[src/rtl/frame_ram_fetch_arbiter_pkg.sv]
// Shared constants and pipeline tag type for the sprite-sheet frame RAM fetch path.
package frame_ram_pkg;
   localparam int SHEET_W = 2441;
   localparam int SHEET_H = 130;
   localparam int ADDR_W  = 19;
   localparam int X_W     = 12;
   localparam int Y_W     = 8;
   localparam int IDX_W   = 3;  // covers up to 8 requesters
   localparam logic [3:0] TRANSPARENT = 4'h0;

   typedef struct packed {
      logic             valid;
      logic [IDX_W-1:0] idx;
      logic             oob;
   } fetch_tag_t;
endpackage

[src/rtl/frame_ram_fetch_arbiter_rr_arbiter.sv]
// Round-robin arbiter: search starts one past the last granted index, one grant per cycle.
module rr_arbiter #(
   parameter  int NUM_REQ = 4,
   localparam int IW      = $clog2(NUM_REQ)
) (
   input  logic               Clk,
   input  logic               Reset,
   input  logic [NUM_REQ-1:0] req,
   output logic [NUM_REQ-1:0] grant,
   output logic [IW-1:0]      grant_idx,
   output logic               grant_any
);
   logic [IW-1:0] rr_ptr;
   logic [IW-1:0] j;

   always_comb begin
      grant     = '0;
      grant_idx = '0;
      grant_any = 1'b0;
      j         = '0;
      for (int k = 1; k <= NUM_REQ; k++) begin
         j = IW'((int'(rr_ptr) + k) % NUM_REQ);
         if (!grant_any && req[j]) begin
            grant_any = 1'b1;
            grant_idx = j;
            grant[j]  = 1'b1;
         end
      end
      if (Reset) begin
         grant     = '0;
         grant_any = 1'b0;
      end
   end

   always_ff @(posedge Clk) begin
      if (Reset)          rr_ptr <= IW'(NUM_REQ - 1);
      else if (grant_any) rr_ptr <= grant_idx;
   end
endmodule

[src/rtl/frame_ram_fetch_arbiter.sv]
// Shares the frame RAM read port between sprite renderers; fixed 2-cycle response latency.
module frame_ram_fetch_arbiter #(
   parameter  int NUM_REQ = 4,
   parameter  int SHEET_W = 2441,
   parameter  int SHEET_H = 130,
   parameter  int ADDR_W  = 19,
   parameter  int X_W     = 12,
   parameter  int Y_W     = 8,
   localparam int IW      = $clog2(NUM_REQ)
) (
   input  logic                          Clk,
   input  logic                          Reset,
   input  logic [NUM_REQ-1:0]            req_valid,
   input  logic [NUM_REQ-1:0][X_W-1:0]   req_x,
   input  logic [NUM_REQ-1:0][Y_W-1:0]   req_y,
   output logic [NUM_REQ-1:0]            req_ready,
   output logic [ADDR_W-1:0]             read_address,
   input  logic [3:0]                    ram_data,
   output logic [NUM_REQ-1:0]            rsp_valid,
   output logic [3:0]                    rsp_data
);
   import frame_ram_pkg::*;

   logic [NUM_REQ-1:0] grant;
   logic [IW-1:0]      grant_idx;
   logic               grant_any;

   rr_arbiter #(.NUM_REQ(NUM_REQ)) u_arb (
      .Clk       (Clk),
      .Reset     (Reset),
      .req       (req_valid),
      .grant     (grant),
      .grant_idx (grant_idx),
      .grant_any (grant_any)
   );

   assign req_ready = grant;

   logic [X_W-1:0]    x;
   logic [Y_W-1:0]    y;
   logic [ADDR_W-1:0] addr;
   logic              oob;

   assign x    = req_x[grant_idx];
   assign y    = req_y[grant_idx];
   assign addr = ADDR_W'(y) * ADDR_W'(SHEET_W) + ADDR_W'(x);
   assign oob  = (32'(x) >= SHEET_W) || (32'(y) >= SHEET_H);

   // tag_a rides with read_address, tag_b lines up with the RAM's registered data
   fetch_tag_t tag_a, tag_b;

   always_ff @(posedge Clk) begin
      if (Reset) begin
         read_address <= '0;
         tag_a        <= '0;
         tag_b        <= '0;
      end else begin
         if (grant_any) read_address <= oob ? '0 : addr;
         tag_a <= '{valid: grant_any, idx: IDX_W'(grant_idx), oob: oob};
         tag_b <= tag_a;
      end
   end

   always_comb begin
      rsp_valid = '0;
      rsp_data  = 4'h0;
      if (tag_b.valid) begin
         rsp_valid[tag_b.idx[IW-1:0]] = 1'b1;
         rsp_data = tag_b.oob ? TRANSPARENT : ram_data;
      end
   end
endmodule

[config.mk]
export PLATFORM = sky130hd
export DESIGN_NAME = frame_ram_fetch_arbiter
export DESIGN_NICKNAME = d
export VERILOG_FILES = /design/src/rtl/frame_ram_fetch_arbiter_pkg.sv /design/src/rtl/frame_ram_fetch_arbiter_rr_arbiter.sv /design/src/rtl/frame_ram_fetch_arbiter.sv
export SDC_FILE = /design/constraint.sdc
export NUM_CORES = 1
export LEC_CHECK = 0
export CORE_ASPECT_RATIO = 1.75
export CORE_UTILIZATION = 46
export DETAILED_ROUTE_END_ITERATION = 12
export PLACE_DENSITY = 0.79
export SYNTH_ARGS = -nofsm -noshare
export SYNTH_HDL_FRONTEND = slang
export SYNTH_SLANG_ARGS = --single-unit
[constraint.sdc]
create_clock -name Clk -period 7.9 [get_ports Clk]
set_input_delay 1.58 -clock Clk [delete_from_list [all_inputs] [get_ports Clk]]
set_output_delay 1.58 -clock Clk [all_outputs]
set_load 0.1 [all_outputs]
Yosys cells after proc, flatten, opt, wreduce, memory -nomap -nowiden --
Cells that the tools add are included.
Cells by class: add/sub/neg operators 5, multipliers 1, $lt $le $gt $ge 13, multiplexer cells 40, bitwise gates (word level) 3, reduce and logical (&&, ||, !) cells 12
Operators with widths (number):
- 2-to-1 mux 4 bit | 8
- binary-select mux 12 bit (select 2 bit) | 1
- adder 19 x 12 -> 19 bit | 1
- multiplier 8 x 12 -> 19 bit, second input constant | 1
- 2-to-1 mux 19 bit | 1
- < comparator 2 x 3 -> 1 bit, second input constant | 6
- binary-select mux 8 bit (select 2 bit) | 1
- 2-to-1 mux 1 bit | 14
- >= comparator 12 bit, second input constant | 1
- 2-to-1 mux 12 bit | 1
- bitwise OR 4 bit | 3
- demux 1 bit (select 2 bit) | 5
- >= comparator 2 x 1 -> 1 bit, second input constant | 5
- binary-select mux 1 bit (select 2 bit) | 4
- >= comparator 8 bit, second input constant | 1
- logical AND 1 bit | 8
- 2-to-1 mux 2 bit | 4
- 2-to-1 mux 8 bit | 1
- adder 2 x 1 -> 2 bit, second input constant | 2
- adder 2 bit, second input constant | 2
- zero test 1 bit | 3
- logical OR 1 bit | 1
Storage, ports and cells: register bits 29, input port bits 90, output and inout bits 31, word-level logic and storage cells 82

Depth between registers and ports, before layout --
depth in word-level cells 18, depth in mapped cells 31, mapped depth without buffers 26

Cells and area by module --
From an unflattened synthesis, not the netlist that was laid out.
Second synthesis, totals: cell total of the unflattened synthesis 429, area, all modules 4124.0 sq um
Modules (own cells, without submodules):
- frame_ram_fetch_arbiter | instances 1, cells an instance 335, area an instance 3305.7 sq um
- rr_arbiter | instances 1, cells an instance 94, area an instance 818.3 sq um

Worst setup path before layout --
Ideal clock, no wire load.
path kind input-to-reg, start input req_valid[3], end register read_address[18], data arrival time 7396 ps, required time 7761 ps, path slack 365 ps, cell stages on the path 25, path buffers 3, cell sequence clkbuf_1 -> mux4_2 -> nor2b_1 -> a221oi_1 -> o32a_1 -> clkbuf_1 -> clkbuf_1 -> mux2i_1 -> inv_1 -> fa_1 -> inv_1 -> ha_1 -> inv_1 -> fa_1 -> inv_1 -> ha_1 -> ha_1 -> a21o_1 -> a31oi_1 -> o2111ai_1 -> a31o_2 -> a21oi_1 -> o21ai_0 -> xnor2_1 -> o31ai_2
On the way: cells in the longest elaborated chain, start to end 17, elaborated cells between the ends (all ways) 33, those cells by class add/sub: 1; mul: 1; order compare: 2; mux: 22; reduce/logical: 7
Ends and longest elaborated chain:
- start: declaration | line frame_ram_fetch_arbiter.sv:13 | input logic [NUM_REQ-1:0] req_valid,
- binary-select mux 1 bit (select 2 bit) | line frame_ram_fetch_arbiter_rr_arbiter.sv:23 | if (!grant_any && req[j]) begin
- 2-to-1 mux 1 bit (implied by the code) | line frame_ram_fetch_arbiter_rr_arbiter.sv:23
- 2-to-1 mux 1 bit | line frame_ram_fetch_arbiter_rr_arbiter.sv:23
- zero test 1 bit | line frame_ram_fetch_arbiter_rr_arbiter.sv:23
- logical AND 1 bit | line frame_ram_fetch_arbiter_rr_arbiter.sv:23
- 2-to-1 mux 1 bit | line frame_ram_fetch_arbiter_rr_arbiter.sv:23
- zero test 1 bit | line frame_ram_fetch_arbiter_rr_arbiter.sv:23
- logical AND 1 bit | line frame_ram_fetch_arbiter_rr_arbiter.sv:23
- 2-to-1 mux 1 bit | line frame_ram_fetch_arbiter_rr_arbiter.sv:23
- zero test 1 bit | line frame_ram_fetch_arbiter_rr_arbiter.sv:23
- logical AND 1 bit | line frame_ram_fetch_arbiter_rr_arbiter.sv:23
- 2-to-1 mux 2 bit | line frame_ram_fetch_arbiter_rr_arbiter.sv:23
- binary-select mux 8 bit (select 2 bit) or binary-select mux 12 bit (select 2 bit) (tied branches) | line frame_ram_fetch_arbiter.sv:45, frame_ram_fetch_arbiter.sv:44
- 2-to-1 mux 8 bit (implied by the code) or 2-to-1 mux 12 bit (tied branches) | line frame_ram_fetch_arbiter.sv:45, frame_ram_fetch_arbiter.sv:44
- multiplier 8 x 12 -> 19 bit (tied with other cells) | line frame_ram_fetch_arbiter.sv:46 | assign addr = ADDR_W'(y) * ADDR_W'(SHEET_W) + ADDR_W'(x);
- adder 19 x 12 -> 19 bit or logical OR 1 bit (tied branches) | line frame_ram_fetch_arbiter.sv:46, frame_ram_fetch_arbiter.sv:47
- 2-to-1 mux 19 bit | line frame_ram_fetch_arbiter.sv:58 | if (grant_any) read_address <= oob ? '0 : addr;
- end signal: assignment | line frame_ram_fetch_arbiter.sv:58
- end: declaration | line frame_ram_fetch_arbiter.sv:17 | output logic [ADDR_W-1:0] read_address,
Several ways; a longest one is shown, not always the timed one. The select of a mux whose other input is x is not followed. A chain may end at the register's enable or synchronous reset.

Worst setup path in the final report --
start input req_valid[1], end register read_address[18]
Same word-level chain as after synthesis.

==> impl_results.md <==
* Mean number of vias per cell at 5.66
* Top cells by instance count after synthesis: 74 x ha_1, 62 x inv_1, 40 x nand2_1
* HP Class: flop to flop
* Global Route Usage Sum at 27.1%
* Area contributors post-synth: ha_1 21%, dfxtp_1 13%, mux2i_1 8.0%, fa_1 7.6%, o31ai_2 5.3%
* Top cell type's share of synthesized area at 20.6%
* Number of antenna diodes at 0
* Total number of placement rows at 47
* Detailed-routing iteration count for the pre-antenna-repair pass at 5
* Post-cts sizing count at 0
* Post-Syn Area per Cell at 8.77 um2
* Fraction of synthesis flops using an asynchronous set or reset pin at 0%
* Sort of element at the end of the critical path: flop
* Max layer used: met4
* Worst clock skew at 2.43 ps
* Final hold slack at 433 ps
* I/O pin count at 121
* Total congestion overflow at 0
* H-tree depth reported by CTS at 2
* Transition time of the tightest slew-check pin at 994 ps
* Min Tclk post-route at 7620 ps
* Horizontal extent of the die at 76.7 um
* Count of fill cells added during filler insertion at 807
* RSZ-0062 raised after global routing: no
* Register area at 581 um2
* Largest net degree at the start of global routing at 32
* Area taken by multi-input logic gates at 3570 um2
* Die Y at 133 um
* Post-CTS Setup Bufs at 0
* Worst slew slack as a fraction of its limit at 33.5%
* Required time at the worst-slack endpoint at 8040 ps
* CTS tree: built
* Fin nets at 819
* Root Driver: clkbuf_16
* Clock transition at the registers of the reported paths at 50 ps
* Detailed-route via count at 4,307
* Number of setup violations in the final report at 0
* Sequential fraction of the synthesis area at 12.9%
* Cell accounting for the most synthesized area: ha_1
* Fraction of final layout cells sized beyond drive strength 1 at 13.1%
* DIE AREA at 10,200 um2
* Max Clk Rate at 0.131 GHz
* CTS max path bufs at 2
* Vias in the first global route at 4,531
* Count of cell types in the netlist at 64
* Category of the most critical setup path: input pin to flop
* Met3 routed WL at 454 um
* Clock sink count at 29
* Category of the worst setup path launch point: input pin
* DP HPWL at 11.5 mm
* Setup TNS Final at 0 ps
* Yosys synthesis warning count at 0
* Cell Area, Synth at 4490 um2
* TritonCTS Buffers at 5
* Number of DRC violations after detailed routing at 0
* Layout area overhead at 34.6%
* Clock latency on the worst-skew pair at 270 ps
* Weighted congestion at the end of routability-driven global placement at 0.916
* Hold buffer count at CTS at 0
* Maximum capacitance violations at 0
* First-pass GRT wire length at 21.7 mm
* Number of synthesized register bits at 29
* Crit Path Max Fanout at 8
* Iteration-0 DRC count of the detailed router at 228
* Met2 routed WL at 7.81 mm
* Dominant cell by count in the synthesized netlist: ha_1
* Effective utilization at floorplan at 47.4%
* EDFF count, synth at 0
* Result of the run: finished, final reports clean
* Main flop type after synthesis: dfxtp_1
* Arrival time at the worst endpoint at 7760 ps
* Number of nets with antenna violations after detailed routing at 0
* Net count after synthesis at 693
* Wire length per cell at 18.4 um
* Wire length the detailed router placed on met1 at 4.97 mm
* Number of pins with negative max-slew slack in the final report at 0
* Total core area at 9470 um2
* Cell count after synthesis at 512
* Number of hold-slack violations in the final timing report at 0
* Initial antenna violation count at 0
* Drt total wl at 14.0 mm
* Share of the clock period used by the worst path at 96.5%
* Number of port buffers at 120
## final timing paths
check / startpoint / endpoint / slack (ps) / cells after the start
setup / recovery: req_valid[1] / read_address[18] / 280 / 24
hold / removal: tag_a[2] / tag_b[2] / 430 / 1
hold reg to reg: tag_a[2] / tag_b[2] / 430 / 1
setup reg to reg: u_arb.rr_ptr[0] / read_address[18] / 1240 / 26
## cells by family after synthesis
logic type / share of synthesized area [%]
adder cells (fa/ha/maj): 28.2
flip-flops: 12.9
multiplexers: 14.6
AND/OR/NAND/NOR: 14.2
buffers and inverters: 8.02
AO/OA/AOI/OAI: 19.4
XOR/XNOR: 2.73
## registers in the layout, summed over array words and instances, names as in the netlist
register,flops
tag_b,4
u_arb.rr_ptr,2
tag_a,4
read_address,19
## layout by cell type (no fill, tap or decap), types with 11 or more instances in the layout
cell type / n
o21ai_0: 11
nor2_1: 29
nor3_1: 12
mux2i_1: 36
a21oi_1: 12
mux2_2: 16
fa_1: 17
nand2_1: 40
buf_4: 22
dfxtp_1: 29
ha_1: 74
clkdlybuf4s50_1: 120
o31ai_2: 19
inv_1: 62
## per-layer routing
| metal | up-vias | track usage, % |
|---|---|---|
| met5 | - | 0 |
| met4 | 0 | 15.7 |
| met3 | 47 | 2.90 |
| met2 | 140 | 54.1 |
| met1 | 2053 | 25.7 |
| li1 | 2067 | - |
## worst max-delay path, cell delays in order
cell and delay, ps:
clkdlybuf4s50_1 540, mux4_2 580, buf_4 200, or2_1 310, a21oi_2 190, o32a_1 260, buf_4 190, mux2_2 370
inv_1 240, ha_1 200, inv_1 50, fa_1 460, fa_1 550, inv_1 50, ha_1 330, o21ai_0 110
o21bai_1 110, a31oi_1 280, o2111ai_1 200, a31o_2 280, a21oi_1 230, o21ai_0 160, xnor2_1 210, o31ai_2 70
## cell type report
type | count | share of cell area [%]
Timing Repair Buffer | 142 | 22.6
Inverter | 63 | 3.91
Sequential cell | 29 | 9.60
Tap cell | 122 | 2.52
Clock inverter | 3 | 0.290
Clock buffer | 5 | 2.07
Multi-Input combinational cell | 397 | 59.0
## stage by stage
step           area [um2]  setup slack, ps  utilization [%]  cells
4_1_cts              6040              284             63.8    760
3_5_place_dp         5890             6.97             62.2    752
2_1_floorplan        4490              365                -    512
6_report             6050              278             63.9    761
5_1_grt              6050             61.2             63.9    761
3_3_place_gp         5890              158             62.2    752
Power is not shown: default switching activity piles up to over one toggle a cycle in this logic, so the estimate is an artifact.
